<file path="src/rtl/servant_multi_timer.sv">
// servant_multi_timer: prescaled free-running counter shared by NUM_CH
// compare channels (one-shot or auto-reload), Wishbone slave with real ack.
// Ports: i_clk, i_rst (sync, active high); i_wb_adr/dat/we/cyc in,
//   o_wb_rdt/o_wb_ack out; o_ch_irq = pending & irq_en; o_irq = |o_ch_irq.
module servant_multi_timer #(
   parameter int WIDTH  = 32,
   parameter int NUM_CH = 4,
   parameter int PS_W   = 8
) (
   input  logic              i_clk,
   input  logic              i_rst,
   input  logic [7:0]        i_wb_adr,
   input  logic [31:0]       i_wb_dat,
   input  logic              i_wb_we,
   input  logic              i_wb_cyc,
   output logic [31:0]       o_wb_rdt,
   output logic              o_wb_ack,
   output logic [NUM_CH-1:0] o_ch_irq,
   output logic              o_irq
);

   logic [WIDTH-1:0]  mtime;
   logic [WIDTH-1:0]  mtime_inc;
   logic [PS_W-1:0]   prescale;
   logic [PS_W-1:0]   pcnt;
   logic [NUM_CH-1:0] pending;
   logic [NUM_CH-1:0] irq_en;
   logic [NUM_CH-1:0] en;
   logic [NUM_CH-1:0] periodic;
   logic [NUM_CH-1:0] match;
   logic [NUM_CH-1:0] autoload;
   logic [WIDTH-1:0]  cmp    [NUM_CH];
   logic [WIDTH-1:0]  reload [NUM_CH];

   logic [3:0]        blk;
   logic [1:0]        word;
   logic              acc;
   logic              wr;
   logic              tick;
   logic              advance;
   logic              wr_mtime;
   logic              wr_ps;
   logic              wr_pend;
   logic              wr_ien;
   logic [NUM_CH-1:0] wr_cmp;
   logic [NUM_CH-1:0] wr_rel;
   logic [NUM_CH-1:0] wr_ctrl;
   logic [31:0]       rdata;
   logic              unused_ok;

   // blk 0 holds the global registers, blk c+1 holds channel c
   assign blk  = i_wb_adr[7:4];
   assign word = i_wb_adr[3:2];

   assign acc = i_wb_cyc & ~o_wb_ack;
   assign wr  = acc & i_wb_we;

   assign wr_mtime = wr & (blk == 4'd0) & (word == 2'd0);
   assign wr_ps    = wr & (blk == 4'd0) & (word == 2'd1);
   assign wr_pend  = wr & (blk == 4'd0) & (word == 2'd2);
   assign wr_ien   = wr & (blk == 4'd0) & (word == 2'd3);

   assign tick      = (pcnt == prescale);
   // a bus write of MTIME suppresses the increment and all matches
   assign advance   = tick & ~wr_mtime;
   assign mtime_inc = mtime + WIDTH'(1);

   always_comb begin
      wr_cmp   = '0;
      wr_rel   = '0;
      wr_ctrl  = '0;
      match    = '0;
      autoload = '0;
      for (int c = 0; c < NUM_CH; c++) begin
         wr_cmp[c]   = wr & (blk == 4'(c + 1)) & (word == 2'd0);
         wr_rel[c]   = wr & (blk == 4'(c + 1)) & (word == 2'd1);
         wr_ctrl[c]  = wr & (blk == 4'(c + 1)) & (word == 2'd2);
         match[c]    = advance & en[c] & (mtime_inc == cmp[c]);
         autoload[c] = periodic[c] & (reload[c] != '0);
      end
   end

   always_comb begin
      rdata = '0;
      if (blk == 4'd0) begin
         unique case (word)
            2'd0: rdata = 32'(mtime);
            2'd1: rdata = 32'(prescale);
            2'd2: rdata = 32'(pending);
            2'd3: rdata = 32'(irq_en);
         endcase
      end
      for (int c = 0; c < NUM_CH; c++) begin
         if (blk == 4'(c + 1)) begin
            case (word)
               2'd0:    rdata = 32'(cmp[c]);
               2'd1:    rdata = 32'(reload[c]);
               2'd2:    rdata = {30'd0, periodic[c], en[c]};
               default: rdata = '0;
            endcase
         end
      end
   end

   always_ff @(posedge i_clk) begin
      if (i_rst) begin
         o_wb_ack <= 1'b0;
         o_wb_rdt <= '0;
         mtime    <= '0;
         prescale <= '0;
         pcnt     <= '0;
         pending  <= '0;
         irq_en   <= '0;
         en       <= '0;
         periodic <= '0;
         for (int c = 0; c < NUM_CH; c++) begin
            cmp[c]    <= '0;
            reload[c] <= '0;
         end
      end else begin
         o_wb_ack <= acc;
         if (acc)
            o_wb_rdt <= rdata;

         if (wr_ps)
            prescale <= i_wb_dat[PS_W-1:0];
         if (wr_ps || tick)
            pcnt <= '0;
         else
            pcnt <= pcnt + PS_W'(1);

         if (wr_mtime)
            mtime <= i_wb_dat[WIDTH-1:0];
         else if (advance)
            mtime <= mtime_inc;

         // a new match beats a same-cycle write-1-to-clear
         pending <= (pending & ~({NUM_CH{wr_pend}} & i_wb_dat[NUM_CH-1:0]))
                  | match;

         if (wr_ien)
            irq_en <= i_wb_dat[NUM_CH-1:0];

         // bus writes take priority over the match side effects
         for (int c = 0; c < NUM_CH; c++) begin
            if (wr_cmp[c])
               cmp[c] <= i_wb_dat[WIDTH-1:0];
            else if (match[c] & autoload[c])
               cmp[c] <= cmp[c] + reload[c];

            if (wr_rel[c])
               reload[c] <= i_wb_dat[WIDTH-1:0];

            if (wr_ctrl[c]) begin
               en[c]       <= i_wb_dat[0];
               periodic[c] <= i_wb_dat[1];
            end else if (match[c] & ~autoload[c]) begin
               en[c] <= 1'b0;
            end
         end
      end
   end

   assign o_ch_irq = pending & irq_en;
   assign o_irq    = |o_ch_irq;

   assign unused_ok = &{1'b0, i_wb_adr[1:0], i_wb_dat};

endmodule

</file>
<file path="config.mk">
export PLATFORM = sky130hd
export DESIGN_NAME = servant_multi_timer
export DESIGN_NICKNAME = d
export VERILOG_FILES = /design/src/rtl/servant_multi_timer.sv
export SDC_FILE = /design/constraint.sdc
export NUM_CORES = 1
export LEC_CHECK = 0
export BUFFER_PORTS_ARGS = -buffer_cell sky130_fd_sc_hd__buf_4
export CORE_ASPECT_RATIO = 1.75
export CORE_UTILIZATION = 35
export CTS_CLUSTER_SIZE = 30
export DETAILED_ROUTE_END_ITERATION = 16
export SETUP_SLACK_MARGIN = 0.2
export SYNTH_ARGS = -nofsm -noshare
export SYNTH_HDL_FRONTEND = slang
export SYNTH_SLANG_ARGS = --single-unit
</file>
<file path="constraint.sdc">
create_clock -name i_clk -period 13.77 [get_ports i_clk]
set_clock_uncertainty 0.15 [all_clocks]
set_input_delay 0 -clock i_clk [delete_from_list [all_inputs] [get_ports i_clk]]
set_output_delay 0 -clock i_clk [all_outputs]
set_load 0.02 [all_outputs]
</file>
## After elaboration in Yosys (flattened, before gate mapping)

Memory sizes are Yosys's and may differ from the RTL's.
Cells that the tools add are included.

- Flip-flop bits (word level): 97
- Memory bits (writable): 256
- Latch bits: 0
- Logic and storage cells: 190
- ROM bits: 0
- Memories kept: 2
- Input port bits: 44

Memory list:

| memory | depth | width | read ports | clocked after memory_dff | wr ports | line | RTL |
|---|---|---|---|---|---|---|---|
| cmp | 4 | 32 | 4 | 0 | 4 | 32 | `logic [WIDTH-1:0] cmp [NUM_CH];` |
| reload | 4 | 32 | 4 | 0 | 4 | 33 | `logic [WIDTH-1:0] reload [NUM_CH];` |

- Divide/modulo/power cells: 0
- Reduce and logical (&&, ||, !) cells: 14
- Shift-type cells: 0
- Equal/unequal tests: 12
- Muxes and demuxes: 74
- Bitwise logic cells: 67
- Add/subtract/negate cells: 6
- Order comparisons: 0
- Multiply operators: 0

Operators with widths:

| kind | count |
|---|---|
| 32-bit 2-to-1 mux | 19 |
| 32-bit case mux with 3 select lines | 4 |
| 32-bit adder | 4 |
| 32-bit equality test | 4 |
| 32-bit case mux with 4 select lines | 1 |
| 32-bit nonzero test | 4 |
| 1-bit 2-to-1 mux | 50 |
| 1-bit bitwise AND | 44 |
| 32-bit by 1-bit adder with 32-bit output (second input constant) | 1 |
| 4-bit bitwise AND | 3 |
| 1-bit OR | 12 |
| 2-bit nonzero test | 5 |
| 8-bit by 1-bit adder with 8-bit output (second input constant) | 1 |
| 4-bit by 2-bit equality test with 1-bit output (second input constant) | 2 |
| 8-bit equality test | 1 |
| 1-bit inverter | 6 |
| 2-bit equality test (second input constant) | 2 |
| 4-bit by 1-bit equality test with 1-bit output (second input constant) | 1 |
| 4-bit by 3-bit equality test with 1-bit output (second input constant) | 1 |
| 4-bit zero test | 1 |
| 4-bit inverter | 1 |
| 4-bit OR | 1 |
| 4-bit OR reduction | 1 |
| 2-bit by 1-bit equality test with 1-bit output (second input constant) | 1 |
| 3 further kinds | 3 |

## Logic depth before layout (Yosys ltp)

- Depth after elaboration: 15
- Mapped depth: 16
- Depth with buffers taken out: 13

## Worst setup path before layout

OpenSTA, ideal clock, no wires.

- Path type: register to register
- Start: reg mtime[1]
- End: mem cmp[0][0], enable pin
- Path slack: 7.680 ns
- Data arrival time: 5.474 ns
- Required time: 13.154 ns
- Stages on the path, launching flop included: 13
- Library setup time: 0.466 ns
- Buffers on the path: 3
- Path through: dfxtp_1 -> ha_1 -> clkbuf_2 -> nand3_1 -> or4_1 -> buf_2 -> or4_1 -> clkbuf_1 -> xor2_1 -> a221oi_1 -> o211ai_1 -> or4_1 -> o21ai_0

RTL lines:

| item | line | RTL |
|---|---|---|
| start, declared | 22 | `logic [WIDTH-1:0] mtime;` |
| start signal, assigned | 133 | `mtime <= i_wb_dat[WIDTH-1:0];` |
| start signal, assigned | 135 | `mtime <= mtime_inc;` |
| end, declared | 32 |  |

==> summary.txt <==
Final layout
  – Most frequent cells in the layout: edfxtp_1 (256), nand2_1 (204), nor2_1 (203)
  – Area delta synth->final: 12.4%
  – Non-Filler Instances: a little under 4000
  – Final instance area: 29900 um^2
  – Commonest non-fill, non-tap cell in the layout: edfxtp_1
  – Fillcell total: 7727
  – Final #Nets: 3069
  – Fraction of layout cells with a size suffix above 1: around 8.4%

Detailed routing
  – Wire per inst: 29.3 um
  – Vias per Instance: 6.08
  – Starting DRC count in detailed routing: 2189
  – Pre-antenna DRT Iters: 5
  – Vias post-DR: 23941
  – Drt drc: 0
  – Post-route ant nets: 0
  – WL final: 115000 um

Global routing
  – Aggregate global routing overflow: 0
  – First-pass GRT wire length: roughly 160000 um
  – Largest net degree at the start of global routing: 65
  – Vias in the first global route: 23104
  – GR Util All Layers: between 20% and 30%
  – Initial antenna violation count: 5

Power and ir drop
  – Leakage: 0.0113 uW
  – Power Density: a little over 90 nW/um^2
  – VDD IR max: 0.107 mV
  – Final Power: 2770 uW

Clock tree
  – Hold Buf Count CTS: 52
  – Clk_lat worst skew: 0.59 ns
  – H-tree depth: 2
  – Clock buffer depth: 3
  – Num CTS Buffers: 38
  – Post-CTS Setup Bufs: 0
  – Clk sink count: 353
  – Resized cells post-CTS: 0
  – CTS tree: done
  – Root buffer cell: clkbuf_16
  – Clock transition at path regs: roughly 0.070 ns

STA
  – Setup Viol. Count Final: 0
  – RSZ-0062 raised after global routing: no
  – Final worst slack: 7.13 ns
  – Highest Clock Rate: about 0.15 GHz
  – Crit path time final: between 6 and 7 ns
  – Relative slew slack: -4.03%
  – Final Hold Viols: 0
  – Actual slew at the worst max-slew pin: 1.54 ns
  – Max-slew violation count: 2
  – Setup TNS: 0 ns
  – Post-route clock period utilization: 48.2%

Synthesis
  – Synth area leaders: edfxtp_1 (29%), dfxtp_1 (7.3%), ha_1 (5.9%), xnor2_1 (5.7%), mux2i_1 (4.3%)
  – Post-synth top area share: 28.9%
  – Post-Synthesis Cells: ~2900
  – Post-synth top flop: edfxtp_1
  – Synth area leader: edfxtp_1
  – Asr flop ratio synth: 0%
  – Syn_nets: between 3000 and 4000
  – Post-synth EDFFs: ~260
  – Post-synthesis sequential area ratio: a little over a third
  – YS warnings: 0
  – Area of the mapped netlist: between 20000 and 30000 um^2
  – Synth Area per Inst: between 9 and 10 um^2
  – Yosys cell types: 92
  – Count of state elements after synthesis: 353

Placement
  – DP HPWL: approximately 88000 um
  – Placed inst area: between 20000 and 30000 um^2
  – GPL Wtd Cong: roughly 1
  – DP Cell Count: 3815
  – Port Buf Inserts: 79
  – Dpl ws: 7.33 ns

Floorplanning
  – I/O Pins: approximately 80
  – Initial core utilization: a little over a third
  – Die H: 367 um
  – Die area: a little under 80000 um^2
  – Die W: 210 um
  – Rows: ~130
  – Total core area: 75200 um^2

Worst setup path
  – Crit Path Max Fanout: 32
  – CP required: around 14 ns
  – Startpoint Class: flop
  – Worst R2R Path Depth: 10
  – Worst endpoint data arrival time: 6.68 ns
  – Crit end category: flop
  – Kind of critical path: flop to flop
  – Crit Reg-Reg Endpoint: cmp[2][30]
  – R2r setup slk: between 7 and 8 ns
  – R2R Path Start: mtime[0]

Min path
  – Hold WC Path Type: input port to flop
  – Hold Path Origin: i_wb_adr[5]
  – Worst hold stages: 7
  – Worst Hold Endpoint: o_wb_rdt[1]

Run status
  – Violated checks: max-capacitance violations, max-slew violations
  – Run status: finished, violations left

Job
  – MaxCap Viol Count: 1
[cell type report]
type / instances / area, um^2 / area share [%]
Antenna cell: 3 / 7.51 / 0.0251
Tap cell: 1012 / 1270 / 4.24
Clock inverter: 18 / 170 / 0.569
Multi-Input combinational cell: 2277 / 16100 / 53.7
Clock buffer: 52 / 1140 / 3.81
Timing Repair Buffer: 171 / 1420 / 4.74
Sequential cell: 353 / 9630 / 32.2
Inverter: 54 / 203 / 0.678
[cell families (layout without fill, tap and decap cells)]
group	after synthesis	after routing	synth area share, %
simple gates	1006	1006	19.7
compound gates	726	726	18.7
flops	353	353	36.2
xor+xnor	294	294	10.7
buf+inv	248	295	3.71
fa+ha+maj	130	130	6.23
mux	121	121	4.80
other cells	0	3	0
[worst max-delay path, cell delays in order (launching register included)]
cell and delay [ns]:
dfxtp_1 0.62, ha_1 0.37, nand3_1 0.40, or4_1 0.78, nor4_1 0.76, xnor2_1 0.33
xnor2_1 0.19, or4_1 0.53, a2111oi_4 0.64, nor4b_4 0.61, or3_2 0.82
[synthesized netlist by cell type, types with 22 or more instances]
master and n:
and3_1 26, edfxtp_1 256, clkbuf_1 126, o21a_1 22, a21o_1 69, o21ai_0 124, dfxtp_1 97, buf_1 42
nand2_1 204, nor4_1 86, and2_1 138, nand4_1 38, nand2b_1 31, ha_1 126, xnor2_1 174, nor3_1 109
a211oi_1 52, a22o_1 69, o21ai_1 29, xor2_1 101, nor2_1 206, mux2i_1 114, a21oi_1 148, o22ai_1 24
nand3_1 57, inv_1 53
[metal layers]
metal	wire, um	up-vias	GRT usage, %
li1	-	10798	-
met1	40000	11598	30.9
met2	56900	1139	51.2
met3	5770	402	3.09
met4	12700	4	27.8
met5	24	-	0
[where the power goes]
part | internal (uW) | switching [uW] | leakage, uW
logic | 156 | 259 | 0.00724
registers | 1170 | 59.8 | 0.00342
clock network | 624 | 496 | 0.000643
total | 1950 | 815 | 0.0113
[metrics by stage]
| stage | hold slack (ns) | util [%] |
|---|---|---|
| detailed placement | 0.246 | 37.3 |
| floorplan | -0.00251 | - |
| global placement | 0.242 | 37.3 |
| CTS | 0.00152 | 39.7 |
| global route | 0.0487 | 39.7 |
| finish | 0.0109 | 39.7 |
[worst max-delay path by stage]
stage | cells past startpoint | slack, ns | end | from
detailed placement | 10 | 7.33 | cmp[2][30] | mtime[0]
global placement | 10 | 7.36 | cmp[2][31] | mtime[0]
finish | 10 | 7.13 | cmp[2][30] | mtime[0]
CTS | 10 | 7.30 | cmp[2][30] | mtime[0]
floorplan | 12 | 7.68 | cmp[0][0] | mtime[1]
global route | 10 | 6.89 | cmp[2][30] | mtime[0]
[state kept, by name, summed over array words and instances (netlist names)]
name      count
reload      128
en            4
irq_en        4
pending       4
periodic      4
prescale      8
cmp         128
mtime        32
pcnt          8
o_wb_ack      1
o_wb_rdt     32
No activity file was read; power rests on OpenSTA's default activity.
